### src/rtl/addsub_pkg.sv
// Shared types and constants for the multi-cycle adder/subtractor.
// Holds the FSM encoding, default sizes and the WIDTH/CHUNK legality check.
package addsub_pkg;

   typedef enum logic [1:0] {
      IDLE = 2'd0,
      RUN  = 2'd1,
      DONE = 2'd2
   } state_e;

   localparam int DEF_WIDTH = 16;
   localparam int DEF_CHUNK = 4;

   // WIDTH must split into whole chunks
   function automatic bit chunk_ok(int w, int c);
      return (c > 0) && (w >= c) && ((w % c) == 0);
   endfunction

endpackage

### src/rtl/multicycle_addsub_chunk_adder.sv
// CHUNK-bit ripple adder built from full-adder cells.
// Ports: a, b, cin in; s, cout out. Purely combinational.
module fa_cell (
   input  logic a,
   input  logic b,
   input  logic cin,
   output logic s,
   output logic cout
);
   assign s    = a ^ b ^ cin;
   assign cout = (a & b) | (cin & (a ^ b));
endmodule

module chunk_adder #(
   parameter int CHUNK = 4
) (
   input  logic [CHUNK-1:0] a,
   input  logic [CHUNK-1:0] b,
   input  logic             cin,
   output logic [CHUNK-1:0] s,
   output logic             cout
);
   logic [CHUNK:0] c;

   assign c[0] = cin;

   for (genvar i = 0; i < CHUNK; i++) begin : g_fa
      fa_cell u_fa (
         .a    (a[i]),
         .b    (b[i]),
         .cin  (c[i]),
         .s    (s[i]),
         .cout (c[i+1])
      );
   end

   assign cout = c[CHUNK];
endmodule

### src/rtl/multicycle_addsub.sv
// Multi-cycle WIDTH-bit add/sub, CHUNK bits per clock through one adder.
// Ports: clock, reset, start, sub, a, b in; busy, done, s, cout, ovf out.
module multicycle_addsub
   import addsub_pkg::*;
#(
   parameter int WIDTH = DEF_WIDTH,
   parameter int CHUNK = DEF_CHUNK
) (
   input  logic             clock,
   input  logic             reset,
   input  logic             start,
   input  logic             sub,
   input  logic [WIDTH-1:0] a,
   input  logic [WIDTH-1:0] b,
   output logic             busy,
   output logic             done,
   output logic [WIDTH-1:0] s,
   output logic             cout,
   output logic             ovf
);
   localparam int N  = WIDTH / CHUNK;
   localparam int KW = (N > 1) ? $clog2(N) : 1;

   if (!chunk_ok(WIDTH, CHUNK)) begin : g_bad_cfg
      $error("multicycle_addsub: WIDTH must be a multiple of CHUNK");
   end

   state_e           state_q, state_d;
   logic [KW-1:0]    k_q, k_d;
   logic             carry_q, carry_d;
   logic [WIDTH-1:0] a_q, a_d;
   logic [WIDTH-1:0] b_q, b_d;
   logic [WIDTH-1:0] s_q, s_d;
   logic             cout_q, cout_d;
   logic             ovf_q, ovf_d;

   logic [CHUNK-1:0] ca_a, ca_b, ca_s;
   logic             ca_co;
   logic             last;

   // b_q already holds B' (inverted for subtract)
   assign ca_a = a_q[int'(k_q)*CHUNK +: CHUNK];
   assign ca_b = b_q[int'(k_q)*CHUNK +: CHUNK];
   assign last = (k_q == KW'(N-1));

   chunk_adder #(.CHUNK(CHUNK)) u_add (
      .a    (ca_a),
      .b    (ca_b),
      .cin  (carry_q),
      .s    (ca_s),
      .cout (ca_co)
   );

   always_comb begin
      state_d = state_q;
      k_d     = k_q;
      carry_d = carry_q;
      a_d     = a_q;
      b_d     = b_q;
      s_d     = s_q;
      cout_d  = cout_q;
      ovf_d   = ovf_q;
      unique case (state_q)
         IDLE, DONE: begin
            if (start) begin
               a_d     = a;
               b_d     = b ^ {WIDTH{sub}};
               carry_d = sub;
               k_d     = '0;
               s_d     = '0;
               cout_d  = 1'b0;
               ovf_d   = 1'b0;
               state_d = RUN;
            end else if (state_q == DONE) begin
               state_d = IDLE;
            end
         end
         RUN: begin
            s_d[int'(k_q)*CHUNK +: CHUNK] = ca_s;
            carry_d = ca_co;
            k_d     = k_q + 1'b1;
            if (last) begin
               cout_d  = ca_co;
               // operands agree in sign but sum does not
               ovf_d   = (a_q[WIDTH-1] == b_q[WIDTH-1])
                      && (ca_s[CHUNK-1] != a_q[WIDTH-1]);
               k_d     = '0;
               state_d = DONE;
            end
         end
         default: state_d = IDLE;
      endcase
   end

   always_ff @(posedge clock or posedge reset) begin
      if (reset) begin
         state_q <= IDLE;
         k_q     <= '0;
         carry_q <= 1'b0;
         a_q     <= '0;
         b_q     <= '0;
         s_q     <= '0;
         cout_q  <= 1'b0;
         ovf_q   <= 1'b0;
      end else begin
         state_q <= state_d;
         k_q     <= k_d;
         carry_q <= carry_d;
         a_q     <= a_d;
         b_q     <= b_d;
         s_q     <= s_d;
         cout_q  <= cout_d;
         ovf_q   <= ovf_d;
      end
   end

   assign busy = (state_q == RUN);
   assign done = (state_q == DONE);
   assign s    = s_q;
   assign cout = cout_q;
   assign ovf  = ovf_q;

endmodule

### config.mk
export PLATFORM = sky130hd
export DESIGN_NAME = multicycle_addsub
export DESIGN_NICKNAME = d
export VERILOG_FILES = /design/src/rtl/addsub_pkg.sv /design/src/rtl/multicycle_addsub_chunk_adder.sv /design/src/rtl/multicycle_addsub.sv
export SDC_FILE = /design/constraint.sdc
export NUM_CORES = 1
export LEC_CHECK = 0
export CORE_ASPECT_RATIO = 1.25
export CORE_UTILIZATION = 40
export CTS_CLUSTER_DIAMETER = 60
export CTS_CLUSTER_SIZE = 14
export DETAILED_ROUTE_END_ITERATION = 10
export GPL_TIMING_DRIVEN = 0
export PLACE_DENSITY = 0.64
export SKIP_CTS_REPAIR_TIMING = 1
export SYNTH_ARGS = -nofsm -noshare
export SYNTH_HDL_FRONTEND = slang
export SYNTH_SLANG_ARGS = --single-unit
### constraint.sdc
create_clock -name clock -period 4.09 [get_ports clock]
set_input_delay 0.6135 -clock clock [delete_from_list [all_inputs] [get_ports clock]]
set_output_delay 0.6135 -clock clock [all_outputs]
set_load 0.02 [all_outputs]
==> out/summary.txt, run 1 <==
arrival time at the worst endpoint: 3.60 ns
starting density of the core: 42.4%
fraction of post-synthesis cell area in the top cell type by area: 51.6%
final critical-path share of the clock period: 83.3%
leakage power figure: 1.56 nW
Avg Synthesized Cell Area: 10.8 um^2
wire length of the first global-routing pass: 9340 um
worst-path maximum fanout: 10
largest net degree at the start of global routing: 33
flops & latches, synth: 55
total placed cells including tap cells: 387
clock transition at the register clock pins on the worst setup and hold paths after CTS: 0.09 ns
TritonRoute pass-1 iters: 4
clock period minus final worst setup slack: 3.41 ns
P&R area growth vs syn: 29.4%
slew at the pin with the worst max-slew slack: 0.614 ns
DRC Markers: 0
I/O Pins: 56
mean routed wirelength per cell: 13.8 um
setup slack at placement: 0.646 ns
aggregate global routing overflow: 0
Seq/Total Area, Yosys: 51.6%
hold_ws: 0.476 ns
count of routing violations after the opening detailed-route iteration: 98
post-route insts no fill: 395
die width: 75.0 um
HPWL after detailed placement: 4060 um
launching element type of the critical path: flop
gate count of the mapped netlist: 247
Worst Hold Class: flop to flop
std cell rows: 32
net count of the mapped netlist: 291
Final Util: 54.9%
Distinct cells, synth: 39
summed instance area of the synthesized netlist: 2670 um^2
total cell area at the placement stage: 3330 um^2
vias in the first global route: 1926
count of flip-flops with a built-in enable after synthesis: 0
Die Y-Extent: 93.3 um
count of vias placed by the detailed router: 1936
clock buffer count from CTS: 5
Pwr Density: 772 nW/um^2
Final Max Slew Viols: 0
number of diodes added for antenna fixing: 0
weighted congestion at the end of routability-driven global placement: 0.785
average via count per standard cell: 4.90
Fin Clk Skew: 0.00692 ns
fraction of layout cells with a size suffix above 1: 11.3%
Synth area leaders: dfrtp_1, nand2_1, mux4_2
all-layer global routing usage: 18.1%
dominant cell type by area after synthesis: dfrtp_1
number of antenna violations at the first check in global routing: 0
count of nets left with antenna violations after detail routing: 0
endpoint type of the worst setup path: flop
area of the core region: 6290 um^2
total wire length: 5440 um
net count reported at finish: 353
total clock sinks: 55
run status: finished clean
Worst Path Required: 4.28 ns
VDD IR max: 0.386 mV
CTS tree: done
total setup violations reported at the end of the flow: 0
finished layout cell area: 3450 um^2
Synth async-reset ratio: 100%
clk_lat worst skew: 0.31 ns
total negative setup slack: 0 ns
Worst slew margin: 59.1%
Root Buffer Master: clkbuf_8
Pwr Total: 2.66 mW
Critical Setup Path Class: flop to flop
Die Area: 7000 um^2
Max Clock Freq: 0.293 GHz
H-tree depth: 2
maximum buffer depth of the clock tree: 2
max-capacitance violation count: 0
unrepaired setup endpoints after global routing: false
commonest register cell after synthesis: dfrtp_1
worst path setup slack after routing: 0.683 ns
Hold Violations, Final: 0
Port Buf Inserts: 54
number of warnings reported in the yosys synthesis log: 0
flip-flops by register name, indices dropped and copies added, names as in the netlist:
name / flops
a_q: 16
b_q: 16
carry_q: 1
cout: 1
k_q: 2
ovf: 1
s: 16
state_q: 2
layout by cell type (no fill, tap or decap), drive strengths merged, types with 2 or more instances in the layout:
| master | netlist | routed |
|---|---|---|
| nand2 | 65 | 65 |
| dfrtp | 55 | 55 |
| clkdlybuf4s50 | 0 | 54 |
| o21ai | 18 | 18 |
| xnor2 | 16 | 16 |
| inv | 15 | 15 |
| buf | 10 | 11 |
| clkbuf | 4 | 10 |
| a22o | 9 | 9 |
| o2bb2ai | 8 | 8 |
| mux4 | 8 | 8 |
| fa | 4 | 4 |
| ha | 4 | 4 |
| a21oi | 4 | 4 |
| nand3 | 3 | 3 |
| nor2 | 3 | 3 |
| nand2b | 3 | 3 |
| and3b | 2 | 2 |
| nand3b | 2 | 2 |
| nor2b | 2 | 2 |
routing by layer:
metal	GRT usage (%)	vias up	share of wire, %
met1	25.0	930	45
met4	6.60	0	1.4
met2	28.3	45	50
li1	-	955	-
met3	3.34	6	3.1
met5	0	-	0
cells in the mapped netlist, drive strengths merged, types with 2 or more instances:
master / instances
o2bb2ai: 8
a21oi: 4
and3b: 2
inv: 15
nor2: 3
a22o: 9
o21ai: 18
nor2b: 2
fa: 4
dfrtp: 55
nand2b: 3
buf: 10
ha: 4
nand3b: 2
nand3: 3
xnor2: 16
mux4: 8
clkbuf: 4
nand2: 65
area by class of cell:
class | instances | area (um^2)
inverters | 15 | 56.3
fillers | 610 | 2830
well taps | 85 | 106
clock buffers | 6 | 82.6
flip-flops and latches | 55 | 1380
repair buffers | 55 | 561
plain buffers | 14 | 86.3
clock inverters | 2 | 35.0
multi-input cells | 163 | 1150
critical path, cell delays in order, from the launching register on:
cell and delay (ns):
dfrtp_1 0.39, clkbuf_1 0.50, mux4_2 0.40, inv_1 0.10, fa_1 0.17, inv_1 0.05, fa_1 0.35, inv_1 0.07
fa_1 0.15, inv_1 0.05, fa_1 0.66, and3b_1 0.22, a21oi_1 0.10, o21ai_0 0.08
worst paths after layout:
kind / from / end / slack, ns / cells past startpoint
max in group asynchronous: reset / k_q[0] / 2.90 / 3
worst min register to register: a_q[10] / a_q[10] / 0.48 / 2
worst max register to register: k_q[1] / ovf / 0.68 / 13
worst max-delay path: k_q[1] / ovf / 0.68 / 13
min in group asynchronous: reset / s[6] / 0.65 / 2
worst min-delay path: a_q[10] / a_q[10] / 0.48 / 2
kinds of logic after synthesis:
| family | count (synthesis) | synth area share, % |
|---|---|---|
| AND/OR/NAND/NOR | 88 | 15.0 |
| flip-flops | 55 | 51.6 |
| buffers and inverters | 29 | 5.35 |
| XOR/XNOR | 16 | 5.25 |
| multiplexers | 9 | 7.18 |
| adder cells (fa/ha/maj) | 8 | 4.88 |
| AO/OA/AOI/OAI | 42 | 10.7 |
report_power, final:
group | internal (mW) | total [mW] | leakage, nW | switching (mW)
Sequential | 0.767 | 0.888 | 0.706 | 0.121
Combinational | 0.624 | 1.40 | 0.794 | 0.781
Clock | 0.198 | 0.371 | 0.0612 | 0.173
Note: power is estimated with default switching activity, not from simulation.
==> run 2: changes to the inputs <==
==> constraint.sdc (replaced) <==
create_clock -name clock -period 3.3 [get_ports clock]
set_input_delay 0.495 -clock clock [delete_from_list [all_inputs] [get_ports clock]]
set_output_delay 0.495 -clock clock [all_outputs]
set_load 0.02 [all_outputs]
==> run 2 against run 1 <==
  * Count of clock-buffer cells in the layout unchanged
  * Combinational power grew 38%
  * Die area unchanged
  * Design area increased by 1.1%
==> out/summary.txt, run 2 (synthesis results as in run 1) <==
Reg-to-Reg End: ovf
area of the core region: 6290 um^2 (unchanged)
CTS tree: done
TritonRoute pass-1 iters: 4 (unchanged)
share of power burned in combinational logic: 55.2% (+2.5 points)
total cell area at the placement stage: 3330 um^2 (unchanged)
switch share: 39.3% (-1.1 points)
CP max stage delay: 0.61 ns (-0.05 ns)
Die Area: 7000 um^2 (unchanged)
aggregate global routing overflow: 0 (unchanged)
finished layout cell area: 3490 um^2 (+1.1%)
CP Cell Sequence: clkbuf_2, mux4_2, inv_1, fa_1, inv_1, fa_1, inv_1, fa_1, inv_1, fa_2, and3b_1, a21oi_1, o21ai_0
VDD IR max: 0.434 mV (+13%)
starting density of the core: 42.4% (unchanged)
cell-internal power: 2.12 mW (+33%)
Pwr Total: 3.49 mW (+31%)
P&R area growth vs syn: 30.8%
leakage power figure: 1.58 nW (+1.4%)
HPWL after detailed placement: 4060 um (unchanged)
total wire length: 5470 um (+0.50%)
Root Buffer Master: clkbuf_8
Final Max Slew Viols: 0 (unchanged)
worst-path maximum fanout: 10 (unchanged)
layout filler cell count: 605 (-0.82%)
max-capacitance violation count: 0 (unchanged)
hold path endpoint: a_q[10]
cell depth of the worst min-delay path: 2 (unchanged)
Port Buf Inserts: 54 (unchanged)
number of diodes added for antenna fixing: 0 (unchanged)
worst path setup slack after routing: 0.205 ns (-0.478 ns)
final critical-path share of the clock period: 93.8% (+10 points)
vias in the first global route: 1926 (unchanged)
Pwr Density: 999 nW/um^2 (+29%)
largest net degree at the start of global routing: 33 (unchanged)
setup slack at placement: -0.144 ns (-0.790 ns)
maximum buffer depth of the clock tree: 2 (unchanged)
total clock sinks: 55 (unchanged)
Final Util: 55.5% (+0.60 points)
top library cells by usage in the layout, fill and taps aside: nand2_1, dfrtp_1, clkdlybuf4s50_1
unrepaired setup endpoints after global routing: false
launching element type of the critical path: flop
Critical Setup Path Class: flop to flop
fraction of layout cells with a size suffix above 1: 13.1% (+1.8 points)
Fin Clk Skew: 0.00666 ns (-0.000255 ns)
Worst Path Required: 3.49 ns (-0.79 ns)
I/O Pins: 56 (unchanged)
cell count of the worst reg-to-reg path: 13 (unchanged)
hold_ws: 0.476 ns (-0.0000780 ns)
all-layer global routing usage: 18.1% (unchanged)
slew at the pin with the worst max-slew slack: 0.504 ns (-0.110 ns)
Hold Violations, Final: 0 (unchanged)
power share of the clock group: 13.2% (-0.7 points)
clock period minus final worst setup slack: 3.10 ns (-0.312 ns)
r2r setup slk: 0.20 ns (-0.48 ns)
std cell rows: 32 (unchanged)
Worst Hold Class: flop to flop
sw power: 1.37 mW (+27%)
net count reported at finish: 357 (+1.1%)
endpoint type of the worst setup path: flop
wire length of the first global-routing pass: 9340 um (unchanged)
arrival time at the worst endpoint: 3.29 ns (-0.31 ns)
die width: 75.0 um (unchanged)
Worst slew margin: 66.4% (+7.3 points)
run status: finished clean
average via count per standard cell: 4.92 (+0.43%)
count of routing violations after the opening detailed-route iteration: 89 (-9.2%)
share of power burned in registers: 31.6% (-1.7 points)
count of vias placed by the detailed router: 1964 (+1.4%)
Die Y-Extent: 93.3 um (unchanged)
most common cell after layout, fill and taps aside: nand2_1
total setup violations reported at the end of the flow: 0 (unchanged)
count of nets left with antenna violations after detail routing: 0 (unchanged)
clock transition at the register clock pins on the worst setup and hold paths after CTS: 0.09 ns (about the same)
mean routed wirelength per cell: 13.7 um (-0.51%)
Worst path slowest cell: fa_2
number of antenna violations at the first check in global routing: 0 (unchanged)
clock buffer count from CTS: 5 (unchanged)
DRC Markers: 0 (unchanged)
clk_lat worst skew: 0.31 ns (about the same)
H-tree depth: 2 (unchanged)
most prevalent standard cell on the critical path: inv_1
Max Clock Freq: 0.323 GHz (+10%)
beginning of the worst register-to-register path: k_q[1]
weighted congestion at the end of routability-driven global placement: 0.785 (unchanged)
start point of the worst min-delay path: a_q[10]
## run 2: stage by stage
stage / instances / setup TNS (ns)
6_report: 399 / 0
5_1_grt: 399 / 0
4_1_cts: 395 / -0.226
3_5_place_dp: 387 / -0.144
3_3_place_gp: 386 / -0.110
2_1_floorplan: 247 / 0
## run 2: power by group through the flow
stage / Clock [mW] / Sequential [mW] / Combinational, mW
after floorplan: 0 / 1.15 / 1.12
after global placement: 0 / 1.11 / 1.74
after detailed placement: 0 / 1.12 / 1.76
after CTS: 0.473 / 1.10 / 1.78
after global routing: 0.500 / 1.13 / 2.16
final: 0.461 / 1.10 / 1.93
## run 2: worst max-delay path, delay by kind of cell (launching register included)
family / cells / cell delay [ns]
flops: 1 / 0.40
simple gates: 1 / 0.18
mux: 1 / 0.35
compound gates: 2 / 0.18
buf+inv: 5 / 0.59
fa+ha+maj: 4 / 1.28
## run 2: how the worst max path moves through the flow
stage | startpoint | cells after the start | endpoint | slack [ns]
after global routing | k_q[1] | 13 | ovf | 0.03
after global placement | k_q[1] | 13 | ovf | -0.11
after floorplan | k_q[1] | 13 | ovf | 0.38
final | k_q[1] | 13 | ovf | 0.20
after detailed placement | k_q[1] | 13 | ovf | -0.14
after CTS | k_q[1] | 13 | ovf | -0.18
## run 2: final cells by class
cell class	count	area (um^2)	area share, %
clock inverter	2	35.0	1.00
buffer	14	91.3	2.62
multi-input combinational	163	1150	33.0
timing repair buffer	59	591	16.9
sequential	55	1380	39.4
inverter	15	56.3	1.61
clock buffer	6	82.6	2.37
tap	85	106	3.05
## run 2: metal layers
layer | global-route usage (%) | vias to the layer above | wire length (um)
met3 | 3.34 | 6 | 251
met2 | 28.3 | 51 | 2750
met1 | 25.0 | 942 | 2390
met4 | 6.60 | 0 | 72
met5 | 0 | - | 0
li1 | - | 965 | -
==> run 3: changes to the inputs <==
==> constraint.sdc (replaced) <==
create_clock -name clock -period 3.3 [get_ports clock]
set_input_delay 0.495 -clock clock [delete_from_list [all_inputs] [get_ports clock]]
set_output_delay 0.495 -clock clock [all_outputs]
set_load 0.05 [all_outputs]
==> results of run 3 <==
The final DEF is identical to that of run 2. Status: finished clean.
Main changes from that run: total power 3.49 mW -> 3.65 mW; worst IR drop on VDD 0.434 mV -> 0.445 mV
